`src/rtl/mgmt_sram_pkg.sv`:
```
// Shared constants and helpers for the banked management SRAM controller.
package mgmt_sram_pkg;

  // Port identifiers, used to specialise the per-port return path.
  localparam int PORT_CORE = 0;
  localparam int PORT_RO   = 1;

  // Default number of consecutive lost conflicts before the read-only port wins.
  localparam int STARVE_LIM_DEF = 4;

  // Ceiling log2 usable in parameter expressions; clog2(1) = 0.
  function automatic int clog2(input int value);
    int result;
    int v;
    result = 0;
    v = value - 1;
    while (v > 0) begin
      result = result + 1;
      v = v >> 1;
    end
    return result;
  endfunction

endpackage

```
`src/rtl/mgmt_sram_rdmux.sv`:
```
// Per-port return path: remembers which bank was granted last cycle and
// selects that bank's registered read data one cycle later.
module mgmt_sram_rdmux
  import mgmt_sram_pkg::*;
#(
  parameter int BANKS   = 4,
  parameter int SEL_W   = 2,
  parameter int PORT_ID = PORT_CORE
) (
  input  logic                 clk,
  input  logic                 rst,
  input  logic                 gnt,
  input  logic [SEL_W-1:0]     sel,
  input  logic                 is_rd,
  input  logic [32*BANKS-1:0]  bank_do,
  output logic                 ack,
  output logic [31:0]          data
);

  logic [SEL_W-1:0] sel_q;
  logic             pend_q;
  logic             is_rd_q;
  logic             rd;

  // The read-only port can only ever read, whatever its is_rd input says.
  assign rd = (PORT_ID == PORT_RO) ? 1'b1 : is_rd;

  // Capture the granted bank and access kind; the ack follows every grant.
  always_ff @(posedge clk or posedge rst) begin
    if (rst) begin
      sel_q   <= '0;
      pend_q  <= 1'b0;
      is_rd_q <= 1'b0;
    end else begin
      // NOTE: non-blocking assignments keep every register sampling the
      // pre-edge values, so the order of these lines does not matter.
      pend_q <= gnt;
      if (gnt) begin
        sel_q   <= sel;
        is_rd_q <= rd;
      end
    end
  end

  assign ack = pend_q;

  // Select the granted bank's output; zero when idle or after a write.
  always_comb begin
    // NOTE: assigning the default first means every path writes data,
    // so no latch is inferred.
    data = '0;
    for (int b = 0; b < BANKS; b++) begin
      if (pend_q && is_rd_q && (sel_q == SEL_W'(b))) begin
        data = bank_do[32*b +: 32];
      end
    end
  end

endmodule

```
`src/rtl/mgmt_sram_arbiter.sv`:
```
// Banked SRAM port controller: routes the management core port and the
// housekeeping read-only port onto single-port DFFRAM banks, granting both
// when they target different banks and arbitrating same-bank conflicts with
// core priority bounded by a starvation limit for the read-only port.
module mgmt_sram_arbiter
  import mgmt_sram_pkg::*;
#(
  parameter int ADDR_W     = 10,
  parameter int BANKS      = 4,
  parameter int STARVE_LIM = STARVE_LIM_DEF,
  localparam int BANK_AW   = ADDR_W - clog2(BANKS)
) (
  input  logic                      core_clk,
  input  logic                      core_rst,
  input  logic                      core_en,
  input  logic [3:0]                core_we,
  input  logic [ADDR_W-1:0]         core_addr,
  input  logic [31:0]               core_di,
  output logic                      core_gnt,
  output logic                      core_ack,
  output logic [31:0]               core_do,
  input  logic                      ro_en,
  input  logic [ADDR_W-1:0]         ro_addr,
  output logic                      ro_gnt,
  output logic                      ro_ack,
  output logic [31:0]               ro_data,
  output logic [BANKS-1:0]          bank_en,
  output logic [4*BANKS-1:0]        bank_we,
  output logic [BANK_AW*BANKS-1:0]  bank_a,
  output logic [32*BANKS-1:0]       bank_di,
  input  logic [32*BANKS-1:0]       bank_do
);

  // A single bank still needs a one-bit select to keep the ports legal.
  localparam int SEL_W = (BANKS > 1) ? clog2(BANKS) : 1;

  logic [SEL_W-1:0]   core_bank;
  logic [SEL_W-1:0]   ro_bank;
  logic [BANK_AW-1:0] core_off;
  logic [BANK_AW-1:0] ro_off;
  logic               same_bank;
  logic               starved;
  logic               ro_lose;
  logic [3:0]         starve_cnt;

  // Bank index is the top address bits, offset the low BANK_AW bits.
  assign core_bank = SEL_W'(core_addr >> BANK_AW);
  assign ro_bank   = SEL_W'(ro_addr >> BANK_AW);
  assign core_off  = core_addr[BANK_AW-1:0];
  assign ro_off    = ro_addr[BANK_AW-1:0];

  // Conflict only when both ports are requesting the same bank.
  assign same_bank = core_en && ro_en && (core_bank == ro_bank);
  assign starved   = (starve_cnt == 4'(STARVE_LIM));
  assign core_gnt  = core_en && !(same_bank && starved);
  assign ro_gnt    = ro_en && !(same_bank && !starved);
  assign ro_lose   = same_bank && !starved;

  // Count consecutive lost conflicts; a read-only grant restarts the count.
  always_ff @(posedge core_clk or posedge core_rst) begin
    if (core_rst) begin
      starve_cnt <= 4'd0;
    end else if (ro_gnt) begin
      starve_cnt <= 4'd0;
    end else if (ro_lose && (starve_cnt < 4'(STARVE_LIM))) begin
      starve_cnt <= starve_cnt + 4'd1;
    end
  end

  // Steer each granted request onto its bank; idle banks see all zeros.
  always_comb begin
    bank_en = '0;
    bank_we = '0;
    bank_a  = '0;
    bank_di = '0;
    for (int b = 0; b < BANKS; b++) begin
      if (core_gnt && (core_bank == SEL_W'(b))) begin
        bank_en[b]                  = 1'b1;
        bank_we[4*b +: 4]           = core_we;
        bank_a[BANK_AW*b +: BANK_AW] = core_off;
        bank_di[32*b +: 32]         = core_di;
      end else if (ro_gnt && (ro_bank == SEL_W'(b))) begin
        bank_en[b]                  = 1'b1;
        bank_we[4*b +: 4]           = 4'b0000;
        bank_a[BANK_AW*b +: BANK_AW] = ro_off;
        bank_di[32*b +: 32]         = core_di;
      end
    end
  end

  mgmt_sram_rdmux #(
    .BANKS   (BANKS),
    .SEL_W   (SEL_W),
    .PORT_ID (PORT_CORE)
  ) u_core_rdmux (
    .clk     (core_clk),
    .rst     (core_rst),
    .gnt     (core_gnt),
    .sel     (core_bank),
    .is_rd   (core_we == 4'b0000),
    .bank_do (bank_do),
    .ack     (core_ack),
    .data    (core_do)
  );

  mgmt_sram_rdmux #(
    .BANKS   (BANKS),
    .SEL_W   (SEL_W),
    .PORT_ID (PORT_RO)
  ) u_ro_rdmux (
    .clk     (core_clk),
    .rst     (core_rst),
    .gnt     (ro_gnt),
    .sel     (ro_bank),
    .is_rd   (1'b1),
    .bank_do (bank_do),
    .ack     (ro_ack),
    .data    (ro_data)
  );

endmodule
```
`config.mk`:
```
export PLATFORM = sky130hd
export DESIGN_NAME = mgmt_sram_arbiter
export DESIGN_NICKNAME = d
export VERILOG_FILES = /design/src/rtl/mgmt_sram_pkg.sv /design/src/rtl/mgmt_sram_rdmux.sv /design/src/rtl/mgmt_sram_arbiter.sv
export SDC_FILE = /design/constraint.sdc
export NUM_CORES = 1
export LEC_CHECK = 0
export CAP_MARGIN = 40
export CORE_AREA = 5 5 169 171
export CTS_BUF_LIST = sky130_fd_sc_hd__clkbuf_16
export DETAILED_ROUTE_END_ITERATION = 16
export DIE_AREA = 0 0 174 176
export GPL_ROUTABILITY_DRIVEN = 0
export SYNTH_ARGS = -nofsm -noshare
export SYNTH_HDL_FRONTEND = slang
export SYNTH_SLANG_ARGS = --single-unit
export TNS_END_PERCENT = 30
```
`constraint.sdc`:
```
create_clock -name core_clk -period 2.8 [get_ports core_clk]
set_clock_uncertainty 0.1 [all_clocks]
set_input_delay 0.84 -clock core_clk [delete_from_list [all_inputs] [get_ports core_clk]]
set_output_delay 0.84 -clock core_clk [all_outputs]
set_load 0.005 [all_outputs]
```
* After elaboration in Yosys (flattened, before gate mapping) *
Index checks and enable logic that the tools add are counted.

operators by class
  $lt $le $gt $ge = 1
  muxes and demuxes = 38
  eq/ne operators = 14
  reductions and logical operators = 34
  add/subtract/negate cells = 1

operators by type and width
  cell                                                count
  two-way mux 32 bit                                  16
  two-way mux 8 bit                                   8
  logical AND 1 bit                                   25
  two-way mux 4 bit                                   6
  == test 2 bit, second input constant                8
  == test 2 x 1 -> 1 bit, second input constant       4
  logical NOT 2 bit                                   4
  two-way mux 1 bit                                   8
  adder 4 x 1 -> 4 bit, second input constant         1
  == test 4 x 3 -> 1 bit, second input constant       1
  logical NOT 4 bit                                   1
  < comparator 4 x 3 -> 1 bit, second input constant  1
  logical NOT 1 bit                                   3
  == test 2 bit                                       1
  nonzero test 2 bit                                  1

storage, ports and cells
  input bits = 188
  word-level logic and storage cells = 95
  register bits = 12
  output and inout port bits = 248

* Logic depth before layout (Yosys ltp) *
Gate-level depths: netlist (run 1).

  word-level depth = 8
  gate-level depth with buffers = 7

* Hierarchy *
A second synthesis (run 1) with hierarchy kept.

second synthesis, totals
  cell total of the unflattened synthesis = 506
  area total of the unflattened synthesis = 4,017.6 um2

by module, submodules not included
  module                           area an instance (um2)  times used  cells each  sequential area each (um2)
  mgmt_sram_arbiter                1,765.4                 1           268         100.1
  mgmt_sram_rdmux at u_core_rdmux  1,128.6                 1           119         100.1
  mgmt_sram_rdmux at u_ro_rdmux    1,123.6                 1           119         100.1

* Least setup slack after synthesis (run 1) *
No wires, ideal clock.

  path kind = input -> output
  start point = input port ro_addr[8]
  end point = output port bank_a[29]
  cell stages on the path = 6
  buffers on the path = 3
  required time = 1.860 ns
  arrival time = 1.976 ns
  slack = -0.116 ns
  path through = buf_2 -> and2_1 -> clkbuf_1 -> clkbuf_1 -> nand4_1 -> a32oi_1

between the ends
  cells in the longest elaborated chain, start to end = 8
  elaborated cells between the ends (all ways) = 13
  those cells by class = eq/ne: 2; mux: 2; reduce/logical: 9

RTL lines
  element                line                     source
  start, declared        mgmt_sram_arbiter.sv:23  input logic [ADDR_W-1:0] ro_addr,
  == test 2 bit          mgmt_sram_arbiter.sv:53  assign same_bank = core_en && ro_en && (core_bank == ro_bank);
  logical AND 1 bit      mgmt_sram_arbiter.sv:53
  logical AND 1 bit      mgmt_sram_arbiter.sv:56  assign ro_gnt = ro_en && !(same_bank && !starved);
  logical NOT 1 bit      mgmt_sram_arbiter.sv:56
  logical AND 1 bit      mgmt_sram_arbiter.sv:56
  logical AND 1 bit      mgmt_sram_arbiter.sv:82  end else if (ro_gnt && (ro_bank == SEL_W'(b))) begin
  two-way mux 8 bit      mgmt_sram_arbiter.sv:82
  two-way mux 8 bit (*)  mgmt_sram_arbiter.sv:77  if (core_gnt && (core_bank == SEL_W'(b))) begin
  end, declared          mgmt_sram_arbiter.sv:29  output logic [BANK_AW*BANKS-1:0] bank_a,

Every way passes the cells marked *; elsewhere a longest branch is shown, timed or not.

* Worst setup path in the final report (run 1) *
  start point = input port core_addr[8]
  end point = output port bank_a[2]

between the ends
  cells in the longest elaborated chain, start to end = 8
  elaborated cells between the ends (all ways) = 13
  those cells by class = eq/ne: 1; mux: 2; reduce/logical: 10

RTL lines
  element                line                     source
  start, declared        mgmt_sram_arbiter.sv:17  input logic [ADDR_W-1:0] core_addr,
  == test 2 bit          mgmt_sram_arbiter.sv:53
  logical AND 1 bit      mgmt_sram_arbiter.sv:53
  logical AND 1 bit      mgmt_sram_arbiter.sv:56
  logical NOT 1 bit      mgmt_sram_arbiter.sv:56
  logical AND 1 bit      mgmt_sram_arbiter.sv:56
  logical AND 1 bit      mgmt_sram_arbiter.sv:82
  two-way mux 8 bit      mgmt_sram_arbiter.sv:82
  two-way mux 8 bit (*)  mgmt_sram_arbiter.sv:77

Marks and branches as above.

==> impl_results.rst, run 1 <==
.. list-table::
   :header-rows: 1

   * - Metric
     - Value
   * - Status
     - finished, violations left
   * - Violations in the final reports
     - setup timing
   * - Stages on the worst setup path
     - 10
   * - Warnings from Yosys
     - 0
   * - Synthesized net count
     - 833
   * - Ports placed on the boundary
     - 436
   * - Pins Over Slew Limit
     - 0
   * - Max Clock Freq
     - 313 MHz
   * - Number of antenna violations at the first check in global routing
     - 0
   * - Worst Path Arrival
     - 2.25 ns
   * - Via count
     - 7722
   * - Final Hold Vio Count
     - 0
   * - Post-route cell area
     - 11700 sq um
   * - Worst r2r path cells
     - 8
   * - Crit path top cell by count
     - buf_6
   * - Post-DR vias/cell
     - 5.13
   * - Endpoint of the lowest-slack register-to-register path
     - u_core_rdmux.is_rd_q
   * - Final Instance Count excl. Fillers
     - 1505
   * - Met1 track demand over resource
     - 0.234
   * - Post-synthesis instance total
     - 643
   * - Sink Count
     - 12
   * - Inserted Diodes
     - 0
   * - Via count of the first global-routing pass
     - 7956
   * - CP endpoint
     - bank_a[2]
   * - Startpoint of the worst-slack reg-to-reg timing path
     - starve_cnt[1]
   * - Pre-antenna DRT Iters
     - 7
   * - Buffering stage count on the worst path with inverters included
     - 7
   * - Post-placement cell area
     - ~10000 sq um
   * - Number of max-cap violations
     - 0
   * - Power per unit of standard cell area
     - 192 nW/um^2
   * - GRT Residual Overflow
     - 0
   * - Core area
     - 26700 sq um
   * - Dpl hpwl
     - 23.6 mm
   * - Delay of the slowest cell on the worst path
     - between 0.2 and 0.3 ns
   * - Maximum level of the CTS H-tree
     - 1
   * - Ordered cell list for the critical path
     - buf_8, buf_6, xor2_4, buf_6, nor3_4, buf_6, buf_6, buf_6, a32oi_1, buf_2
   * - Placed cell count
     - 1415
   * - Max-Slew Margin vs Limit
     - 0.640
   * - Fraction of layout instances using a drive strength above 1
     - 0.473
   * - Maximum number of pins on one net before global-route repair
     - 34
   * - Average cell area after synthesis
     - approximately 7.4 sq um
   * - Peak VDD IR
     - between 150 and 200 uV
   * - Clock slew at the register clock pins of the worst setup and hold paths
     - 0.05 ns
   * - Min Hold Slack
     - 0.418 ns
   * - Register area share after synthesis
     - 0.0632
   * - IO buf count
     - 435
   * - Class of the tightest hold or removal check
     - flip-flop to flip-flop
   * - Flip-flop and latch count after synthesis
     - 12
   * - Minimum setup slack in the final design
     - -0.392 ns
   * - Number of hold-repair buffers added at the cts stage
     - 0
   * - Area growth syn-to-layout
     - 146%
   * - Startpoint types
     - input pin
   * - Maximum buffer depth of the clock tree
     - 2
   * - Worst Path Max Fanout
     - 5
   * - Die extent in x
     - between 150 and 200 um
   * - Number of buffers created by CTS
     - 3
   * - Remaining design rule violation count
     - 0
   * - Number of placement rows
     - 60
   * - Final setup violation count
     - 149
   * - Insertion delay to the later sink of the worst-skew pair
     - 0.24 ns
   * - Cell at the root of the clock tree
     - clkbuf_16
   * - Max stage delay cell, worst path
     - nor3_4
   * - Final period util
     - 1.14
   * - Post-layout nets
     - between 1k and 1.5k
   * - Total wire length
     - roughly 33 mm
   * - Top delay family on crit path
     - buffers and inverters
   * - Synth unique cells
     - 48
   * - Global-route wire length before repair
     - between 40 and 50 mm
   * - Critical path class
     - input pin to primary output
   * - Routed wirelength normalized by instance count
     - 22.2 um
   * - Antenna-violating nets left
     - 0
   * - Initial core utilization
     - 0.178
   * - Global-route track usage on met2
     - 0.374
   * - R2r setup slk
     - 0.65 ns
   * - Kind of end point of the critical path
     - primary output
   * - Met3 global-route usage
     - 0.0561
   * - GRT Max-Usage Layer
     - met2
   * - Unrepaired setup endpoints after global routing
     - yes
   * - TNS Setup
     - -26.85 ns
   * - Actual slew at the worst max-slew pin
     - 0.539 ns
   * - Critical path data required time
     - 1.86 ns
   * - Min Clock Period, post-route
     - around 3.2 ns
   * - Total routing resource utilization after global routing
     - 0.202
   * - Leak pwr
     - 0.00624 uW
   * - Pre-CTS setup slack
     - -1.09 ns
   * - First-iteration detailed-routing DRC count
     - 476
   * - TritonCTS clock tree
     - yes
   * - Area of the die
     - 30600 sq um
   * - Chip Height
     - between 150 and 200 um
   * - Synthesized area
     - 4750 sq um
   * - Start point of the critical path
     - core_addr[8]
-- stage by stage --
stage / utilization / power, uW
4_1_cts: 0.422 / 2220
6_report: 0.438 / 2240
3_3_place_gp: 0.381 / 1780
5_1_grt: 0.438 / 2380
3_5_place_dp: 0.381 / 1780
2_1_floorplan: - / 798
-- cells by family (layout without fill, tap and decap cells) --
group | after synthesis | in the layout | share of synthesized area
muxes | 67 | 67 | 0.227
adders and majority gates | 2 | 2 | 0.00527
xor gates and xnor gates | 2 | 2 | 0.00922
and+or+nand+nor | 343 | 343 | 0.432
AOI/OAI and AO/OA | 108 | 108 | 0.168
buffers and inverters | 109 | 630 | 0.0951
DFF | 12 | 12 | 0.0632
-- layout make-up --
class                      count  area [sq um]
fill                        2575         15000
inverter                       7          26.3
multi-input combinational    522          4690
tap                          341           427
clock inverter                 1          3.75
sequential                    12           303
clock buffer                   3          75.1
timing repair buffer         619          6170
-- flip-flops by register name, indices dropped and copies added, names as in the netlist --
register              count
u_ro_rdmux.sel_q          2
u_ro_rdmux.ack            1
u_core_rdmux.ack          1
starve_cnt                4
u_core_rdmux.sel_q        2
u_core_rdmux.is_rd_q      1
u_ro_rdmux.is_rd_q        1
-- report_power, final --
part	switching (uW)	internal (uW)
Clock	77.9	188
Sequential	12.3	184
Combinational	755	1020
Total	845	1400
-- routing by layer --
metal  part of all wire  vias up  wire [um]
met5                  0        -          0
met4              0.020        0        679
met3              0.086       44       2890
met2               0.52      448      17400
met1               0.37     3731      12500
li1                   -     3499          -
-- worst register-to-register path: stages, from the launching register on --
cell	delay, ns
dfrtp_1	0.37
inv_1	0.08
ha_1	0.16
nand3b_1	0.17
buf_4	0.21
o41ai_4	0.35
buf_4	0.16
buf_4	0.11
mux2_2	0.32
-- cells in the mapped netlist (all sizes together) --
cell	count	area (sq um)
nor4	8	65.1
xor2	2	43.8
dfrtp	12	300
nand2b	4	25.0
o21a	2	15.0
o31ai	1	7.51
ha	2	25.0
mux4	32	721
a22oi	32	240
clkbuf	62	236
o41ai	2	43.8
nor3	13	70.1
a21oi	1	5.00
o32a	1	10.0
or4	1	7.51
mux2i	32	320
and4b	1	10.0
mux2	3	37.5
and2	98	613
nand3b	1	7.51
o21ai	32	160
nor2	2	7.51
o2bb2ai	2	17.5
and3	32	200
buf	40	189
a32oi	32	280
nor2b	36	225
or3	1	6.26
nand4	64	400
nand2	11	41.3
nand3	67	335
and3b	1	8.76
a211oi	1	7.51
inv	7	26.3
o22ai	2	12.5
nand4bb	1	11.3
or2b	1	7.51
nor4bb	1	10.0
-- repair_timing --
action / CTS / global route
pin swaps: 26 / 16
buffers inserted: 76 / 10
endpoints found under the setup margin: 246 / 244
resized for setup: 772 / 483
cloned: 13 / 2
-- placed cells by master (no fill, tap or decap), types with 4 or more instances in the layout --
master           instances
dfrtp_1                 10
dlymetal6s2s_1         100
inv_1                    6
clkdlybuf4s50_1         55
mux4_2                  32
buf_16                   8
nor3_4                   4
buf_8                    9
nor2b_4                 16
and3_1                  11
nor2b_1                 17
nor3_2                   9
mux2i_1                 32
nand2_1                  7
nand3_1                 65
o21ai_0                 31
buf_4                   90
buf_12                  34
a22oi_1                 32
buf_6                   98
and2_1                  58
clkbuf_16                5
buf_2                  101
dlygate4sd2_1           30
clkbuf_2                37
clkdlybuf4s15_1         54
and2_4                  40
a32oi_1                 17
and3_4                  21
nand4_1                 64
a32oi_2                 15
-- worst min-delay path by stage --
stage / startpoint / end / slack, ns / depth (start not counted)
2_1_floorplan: u_ro_rdmux.is_rd_q / u_ro_rdmux.is_rd_q / 0.36 / 1
3_3_place_gp: u_ro_rdmux.is_rd_q / u_ro_rdmux.is_rd_q / 0.41 / 1
3_5_place_dp: u_ro_rdmux.is_rd_q / u_ro_rdmux.is_rd_q / 0.42 / 1
4_1_cts: u_ro_rdmux.is_rd_q / u_ro_rdmux.is_rd_q / 0.43 / 1
5_1_grt: u_ro_rdmux.is_rd_q / u_ro_rdmux.is_rd_q / 0.46 / 1
6_report: u_ro_rdmux.is_rd_q / u_ro_rdmux.is_rd_q / 0.42 / 1
Note: power is estimated with default switching activity, not from simulation.
==> run 2, diff against run 1 <==
--- a/config.mk
+++ b/config.mk
@@ -7,7 +7,7 @@
 export LEC_CHECK = 0
 export CAP_MARGIN = 40
 export CORE_AREA = 5 5 169 171
-export CTS_BUF_LIST = sky130_fd_sc_hd__clkbuf_16
+export CTS_BUF_LIST = sky130_fd_sc_hd__clkbuf_2
 export DETAILED_ROUTE_END_ITERATION = 16
 export DIE_AREA = 0 0 174 176
 export GPL_ROUTABILITY_DRIVEN = 0
==> run 2 against run 1 <==
  * The flow still finishes with violations (setup timing)
  * Routed wire length up 3.0%
  * Die area is the same
  * Register-to-register slack better by 0.09 ns
  * Fmax rose by 2.5%
  * Combinational power rose by 5%
  * Critical path depth down 1
  * Non-clock buffer count grew 19
  * Hold slack improved by 0.031 ns
  * Clock power down 64%
  * Final cell count grew 1.3%
  * Utilization up 0.98 points
  * Worst setup slack gained 0.076 ns
  * Critical path type unchanged
  * Largest power group unchanged
  * Highest routed layer unchanged
==> impl_results.rst, run 2 (synthesis gave the netlist of run 1 again) <==
.. list-table::
   :header-rows: 1

   * - Metric
     - Value
   * - Commonest non-fill, non-tap cell in the layout
     - buf_6
   * - Kind of end point of the critical path
     - primary output
   * - Final setup violation count
     - about 180
   * - Worst Path Arrival
     - approximately 2.2 ns
   * - Via count
     - approximately 8k
   * - Antenna-violating nets left
     - 0
   * - Total area of multi-input combinational cells
     - 4740 sq um
   * - Ordered cell list for the critical path
     - buf_12, xor2_4, buf_6, nor4_4, buf_12, buf_8, buf_6, nor3_2, buf_2
   * - Number of flip-flops under the largest register name
     - 4
   * - Pre-antenna DRT Iters
     - 6
   * - Largest registers
     - starve_cnt x4, u_core_rdmux.sel_q x2, u_ro_rdmux.sel_q x2
   * - Number of max-cap violations
     - 0
   * - First-iteration detailed-routing DRC count
     - 452
   * - Critical path class
     - input pin to primary output
   * - Via count of the first global-routing pass
     - just under 8k
   * - Initial core utilization
     - 0.178
   * - Total routing resource utilization after global routing
     - 0.197
   * - Fraction of layout instances using a drive strength above 1
     - 0.512
   * - Cell at the root of the clock tree
     - clkbuf_2
   * - Number of hold-repair buffers added at the cts stage
     - 0
   * - Core area
     - 26700 sq um
   * - Die extent in x
     - 174 um
   * - Clock slew at the register clock pins of the worst setup and hold paths
     - 0.15 ns
   * - Status
     - finished, violations left
   * - Insertion delay to the later sink of the worst-skew pair
     - between 0.2 and 0.3 ns
   * - Tot Pwr
     - ~2200 uW
   * - Area of the die
     - about 31000 sq um
   * - Post-DR vias/cell
     - 5.14
   * - Top delay family on crit path
     - buffers and inverters
   * - Max stage delay cell, worst path
     - nor4_4
   * - Delay of the slowest cell on the worst path
     - 0.31 ns
   * - Most frequent cells in the layout
     - 142 x buf_6, 90 x buf_2, 74 x buf_4
   * - Max Clock Freq
     - 321 MHz
   * - Power per unit of standard cell area
     - around 180 nW/um^2
   * - TritonCTS clock tree
     - yes
   * - Maximum level of the CTS H-tree
     - 1
   * - Minimum setup slack in the final design
     - -0.315 ns
   * - Worst Path Max Fanout
     - 6
   * - Remaining design rule violation count
     - 0
   * - IO buf count
     - 435
   * - Pins Over Slew Limit
     - 0
   * - Buffering stage count on the worst path with inverters included
     - 6
   * - Dpl hpwl
     - between 20 and 25 mm
   * - Maximum buffer depth of the clock tree
     - 2
   * - FF/Latch Area
     - about 300 sq um
   * - Unrepaired setup endpoints after global routing
     - yes
   * - Chip Height
     - 176 um
   * - Violations in the final reports
     - setup timing
   * - Ports placed on the boundary
     - between 400 and 500
   * - Number of antenna violations at the first check in global routing
     - 2
   * - Peak VDD IR
     - 99.6 uV
   * - Class of the tightest hold or removal check
     - flip-flop to flip-flop
   * - Max-Slew Margin vs Limit
     - 0.651
   * - Critical path data required time
     - 1.86 ns
   * - Leak pwr
     - between 0.005 and 0.006 uW
   * - Actual slew at the worst max-slew pin
     - 0.523 ns
   * - Post-layout nets
     - about 1.4k
   * - GRT Residual Overflow
     - 0
   * - TNS Setup
     - -24.55 ns
   * - Total wire length
     - 34.5 mm
   * - Min Clock Period, post-route
     - 3.12 ns
   * - Pre-CTS setup slack
     - -1.09 ns
   * - Sink Count
     - 12
   * - Maximum number of pins on one net before global-route repair
     - 34
   * - Most flop-heavy register
     - starve_cnt
   * - Startpoint types
     - input pin
   * - Number of buffers created by CTS
     - 3
   * - Number of filler cells placed in the layout
     - between 2k and 3k
   * - Routed wirelength normalized by instance count
     - 22.6 um
   * - Final period util
     - 1.11
   * - Number of placement rows
     - 60
   * - Final Hold Vio Count
     - 0
   * - Global-route wire length before repair
     - just under 50 mm
   * - Area growth syn-to-layout
     - 152%
[run 2: power breakdown]
group          leakage, uW  internal [uW]  switching (uW)
registers         0.000146            184            12.5
logic              0.00581           1080             788
clock network    0.0000140           31.0            64.3
total              0.00597           1300             864
[run 2: final cells by class]
cell class,count,area share
Tap cell,341,0.0357
Inverter,7,0.00220
Clock buffer,3,0.00126
Multi-Input combinational cell,522,0.397
Antenna cell,1,0.000209
Timing Repair Buffer,638,0.538
Clock inverter,1,0.000314
Sequential cell,12,0.0254
[run 2: path summary, 6_finish.rpt]
path | startpoint | to | slack [ns] | depth (start not counted)
worst max-delay path | core_addr[9] | bank_we[12] | -0.32 | 9
worst min-delay path | u_ro_rdmux.is_rd_q | u_ro_rdmux.is_rd_q | 0.45 | 1
worst max register to register | starve_cnt[1] | u_ro_rdmux.sel_q[0] | 0.74 | 7
worst min register to register | u_ro_rdmux.is_rd_q | u_ro_rdmux.is_rd_q | 0.45 | 1
max in group asynchronous | core_rst | u_core_rdmux.sel_q[0] | 1.42 | 2
min in group asynchronous | core_rst | starve_cnt[1] | 0.79 | 2
[run 2: repair_timing]
action,CTS,global route
pin swaps,14,33
hold endpoints to repair,0,0
cloned,10,9
setup endpoints to repair,246,244
setup buffers,64,30
gates resized for setup,746,598
[run 2: per-stage QoR]
| stage | hold WS, ns | util | area [sq um] | instances |
|---|---|---|---|---|
| floorplan | 0.363 | - | 4830 | 643 |
| global placement | 0.412 | 0.381 | 10200 | 1415 |
| detailed placement | 0.417 | 0.381 | 10200 | 1415 |
| CTS | 0.450 | 0.414 | 11100 | 1493 |
| global route | 0.484 | 0.448 | 12000 | 1525 |
| finish | 0.449 | 0.448 | 12000 | 1525 |
[run 2: routing by layer]
metal | vias up | global-route usage | wire length (um)
li1 | 3539 | - | -
met1 | 3819 | 0.232 | 12900
met2 | 431 | 0.366 | 17900
met3 | 49 | 0.0550 | 2930
met4 | 0 | 0.0277 | 758
met5 | - | 0 | 0
==> run 3, diff against run 2 <==
--- a/config.mk
+++ b/config.mk
@@ -5,13 +5,15 @@
 export SDC_FILE = /design/constraint.sdc
 export NUM_CORES = 1
 export LEC_CHECK = 0
+export ABC_AREA = 1
 export CAP_MARGIN = 40
-export CORE_AREA = 5 5 169 171
+export CORE_AREA = 5 5 164 166
 export CTS_BUF_LIST = sky130_fd_sc_hd__clkbuf_2
 export DETAILED_ROUTE_END_ITERATION = 16
-export DIE_AREA = 0 0 174 176
+export DIE_AREA = 0 0 169 171
 export GPL_ROUTABILITY_DRIVEN = 0
 export SYNTH_ARGS = -nofsm -noshare
 export SYNTH_HDL_FRONTEND = slang
+export SYNTH_HIERARCHICAL = 1
 export SYNTH_SLANG_ARGS = --single-unit
 export TNS_END_PERCENT = 30
==> run 3 against run 2 <==
  * The flow still finishes with violations (setup timing)
  * Combinational power fell by 9.6%
  * Hold slack got worse by 0.071 ns
  * Worst setup slack got worse by 0.020 ns
  * Global-route usage rose by 6.7 points
  * Flip-flop and latch count did not move
==> impl_results.rst, run 3 <==
.. list-table::
   :header-rows: 1

   * - Metric
     - Value
   * - Post-DR vias/cell
     - 5.91
   * - Final Hold Vio Count
     - 0
   * - Logic pwr share
     - 0.864
   * - Clock slew at the register clock pins of the worst setup and hold paths
     - roughly 0.090 ns
   * - Proportion of total power due to net switching
     - 0.475
   * - Number of placement rows
     - 59
   * - Dpl hpwl
     - between 20 and 30 mm
   * - Core area
     - 25500 sq um
   * - GRT Residual Overflow
     - 0
   * - Start point of the critical path
     - core_addr[8]
   * - Initial core utilization
     - 0.232
   * - Number of antenna violations at the first check in global routing
     - 2
   * - Area of the die
     - 28900 sq um
   * - Status
     - finished, violations left
   * - Average cell area after synthesis
     - 5.34 sq um
   * - Most frequent cells in the layout
     - 386 x nand4_1, 242 x nand2_1, 206 x clkdlybuf4s50_1
   * - Switching power summed over all nets
     - 930 uW
   * - Synthesized area
     - 5910 sq um
   * - Global-route wire length before repair
     - 62.2 mm
   * - Via count of the first global-routing pass
     - 10.5k
   * - Peak VDD IR
     - slightly above 90 uV
   * - Min Clock Period, post-route
     - 3.13 ns
   * - Maximum buffer depth of the clock tree
     - 2
   * - Total wire length
     - 41.9 mm
   * - Area growth syn-to-layout
     - 100%
   * - Max Clock Freq
     - 319 MHz
   * - Synthesized net count
     - 1295
   * - Via count
     - 11.1k
   * - Fraction of power consumed by the clock network
     - 0.038
   * - Post-layout nets
     - approximately 1.7k
   * - Routed wirelength normalized by instance count
     - 22.4 um
   * - Warnings from Yosys
     - 6
   * - Insertion delay to the later sink of the worst-skew pair
     - approximately 0.23 ns
   * - Post-route cell area
     - 11800 sq um
   * - Maximum level of the CTS H-tree
     - 1
   * - Cell at the root of the clock tree
     - clkbuf_2
   * - Top delay family on crit path
     - buffers and inverters
   * - Startpoint of the worst-slack reg-to-reg timing path
     - starve_cnt[0]
   * - Most flop-heavy register
     - starve_cnt
   * - IO buf count
     - 435
   * - Worst Path Arrival
     - ~2.2 ns
   * - Class of the tightest hold or removal check
     - flip-flop to flip-flop
   * - Share of the core filled with cells
     - 0.465
   * - Chip Height
     - 171 um
   * - Post-synthesis instance total
     - between 1k and 1.5k
   * - Sequential group share of total power
     - 0.098
   * - Max stage delay cell, worst path
     - buf_12
   * - Delay of the slowest cell on the worst path
     - 0.18 ns
   * - Violations in the final reports
     - setup timing
   * - Hold_sp
     - u_ro_rdmux/is_rd_q
   * - Ordered cell list for the critical path
     - buf_8, nand2_2, nand2_2, nor2_4, buf_6, nand3_4, buf_12, buf_8, buf_12, nand4_1, nand2_1, buf_2
   * - Minimum setup slack in the final design
     - -0.335 ns
   * - Number of buffers created by CTS
     - 3
   * - Number of flip-flops under the largest register name
     - 4
   * - Critical path class
     - input pin to primary output
   * - Die extent in x
     - 169 um
   * - Unrepaired setup endpoints after global routing
     - yes
   * - Internal power summed over all cells
     - 1030 uW
   * - Total routing resource utilization after global routing
     - 0.264
   * - Worst Path Max Fanout
     - 7
   * - Maximum number of pins on one net before global-route repair
     - between 60 and 70
   * - TritonCTS clock tree
     - yes
   * - Kind of end point of the critical path
     - primary output
   * - Buffering stage count on the worst path with inverters included
     - 6
   * - Leak pwr
     - 0.00617 uW
   * - Critical path data required time
     - 1.86 ns
   * - First-iteration detailed-routing DRC count
     - about 1.3k
   * - Sink Count
     - 12
   * - Largest registers
     - starve_cnt x4, u_core_rdmux/sel_q x2, u_ro_rdmux/sel_q x2
   * - Power per unit of standard cell area
     - 166 nW/um^2
   * - Pre-antenna DRT Iters
     - 8
   * - Actual slew at the worst max-slew pin
     - 0.430 ns
   * - Fraction of layout instances using a drive strength above 1
     - 0.265
   * - Max-Slew Margin vs Limit
     - 0.713
   * - Number of hold-repair buffers added at the cts stage
     - 0
   * - Startpoint types
     - input pin
   * - Pins Over Slew Limit
     - 0
   * - Final setup violation count
     - 207
   * - Commonest non-fill, non-tap cell in the layout
     - nand4_1
   * - Post-placement cell area
     - 11400 sq um
   * - Antenna-violating nets left
     - 0
   * - Ports placed on the boundary
     - 436
   * - Remaining design rule violation count
     - 0
   * - Number of max-cap violations
     - 0
   * - Final period util
     - 1.12
[run 3: final timing paths]
path,endpoint,slack [ns],cells after the start
max,bank_a[28],-0.33,12
min,u_ro_rdmux/is_rd_q,0.38,1
max reg2reg,u_ro_rdmux/is_rd_q,0.85,10
min reg2reg,u_ro_rdmux/is_rd_q,0.38,1
max in group asynchronous,starve_cnt[0],1.69,2
min in group asynchronous,u_ro_rdmux/ack,0.75,2
[run 3: per-stage QoR]
step / power, uW / hold slack (ns) / setup WS (ns) / std cells / setup TNS (ns)
finish: 1960 / 0.378 / -0.335 / 1873 / -42.69
global route: 2080 / 0.410 / -0.397 / 1873 / -57.84
CTS: 1950 / 0.380 / -0.385 / 1868 / -69.74
detailed placement: 1890 / 0.355 / -1.05 / 1822 / -195.41
global placement: 1900 / 0.352 / -1.05 / 1822 / -195.22
floorplan: 798 / 0.337 / 0.186 / 1105 / 0
[run 3: what timing repair did]
action / in CTS / in global routing
buffers inserted: 26 / 4
gates resized for setup: 727 / 155
pin swaps: 67 / 63
gates cloned: 18 / 3
endpoints found under the setup margin: 246 / 245
[run 3: worst register-to-register path: cells and delay by family (launching register included)]
kind	cells	cell delay (ns)
buffers and inverters	5	0.53
flip-flops	1	0.37
adder cells (fa/ha/maj)	1	0.21
AND/OR/NAND/NOR	4	0.62
[run 3: layout make-up]
class	count	area (sq um)
Sequential cell	12	300
Fill cell	2627	13600
Antenna cell	1	2.50
Tap cell	335	419
Inverter	27	111
Clock buffer	3	15.0
Timing Repair Buffer	609	6200
Multi-Input combinational cell	886	4790
[run 3: routing by layer]
layer | up-vias | routed length (um) | part of all wire | global-route usage
li1 | 4994 | - | - | -
met1 | 5126 | 15200 | 0.36 | 0.317
met2 | 858 | 19800 | 0.47 | 0.452
met3 | 88 | 5550 | 0.13 | 0.0811
met4 | 2 | 1340 | 0.032 | 0.0844
met5 | - | 13 | 0.00031 | 0
[run 3: power by group through the flow]
| stage | logic [uW] | registers [uW] | clock network (uW) |
|---|---|---|---|
| 4_1_cts | 1680 | 193 | 79.2 |
| 5_1_grt | 1800 | 194 | 86.4 |
| 3_3_place_gp | 1700 | 196 | 0 |
| 6_report | 1690 | 193 | 73.9 |
| 2_1_floorplan | 604 | 194 | 0 |
| 3_5_place_dp | 1690 | 196 | 0 |
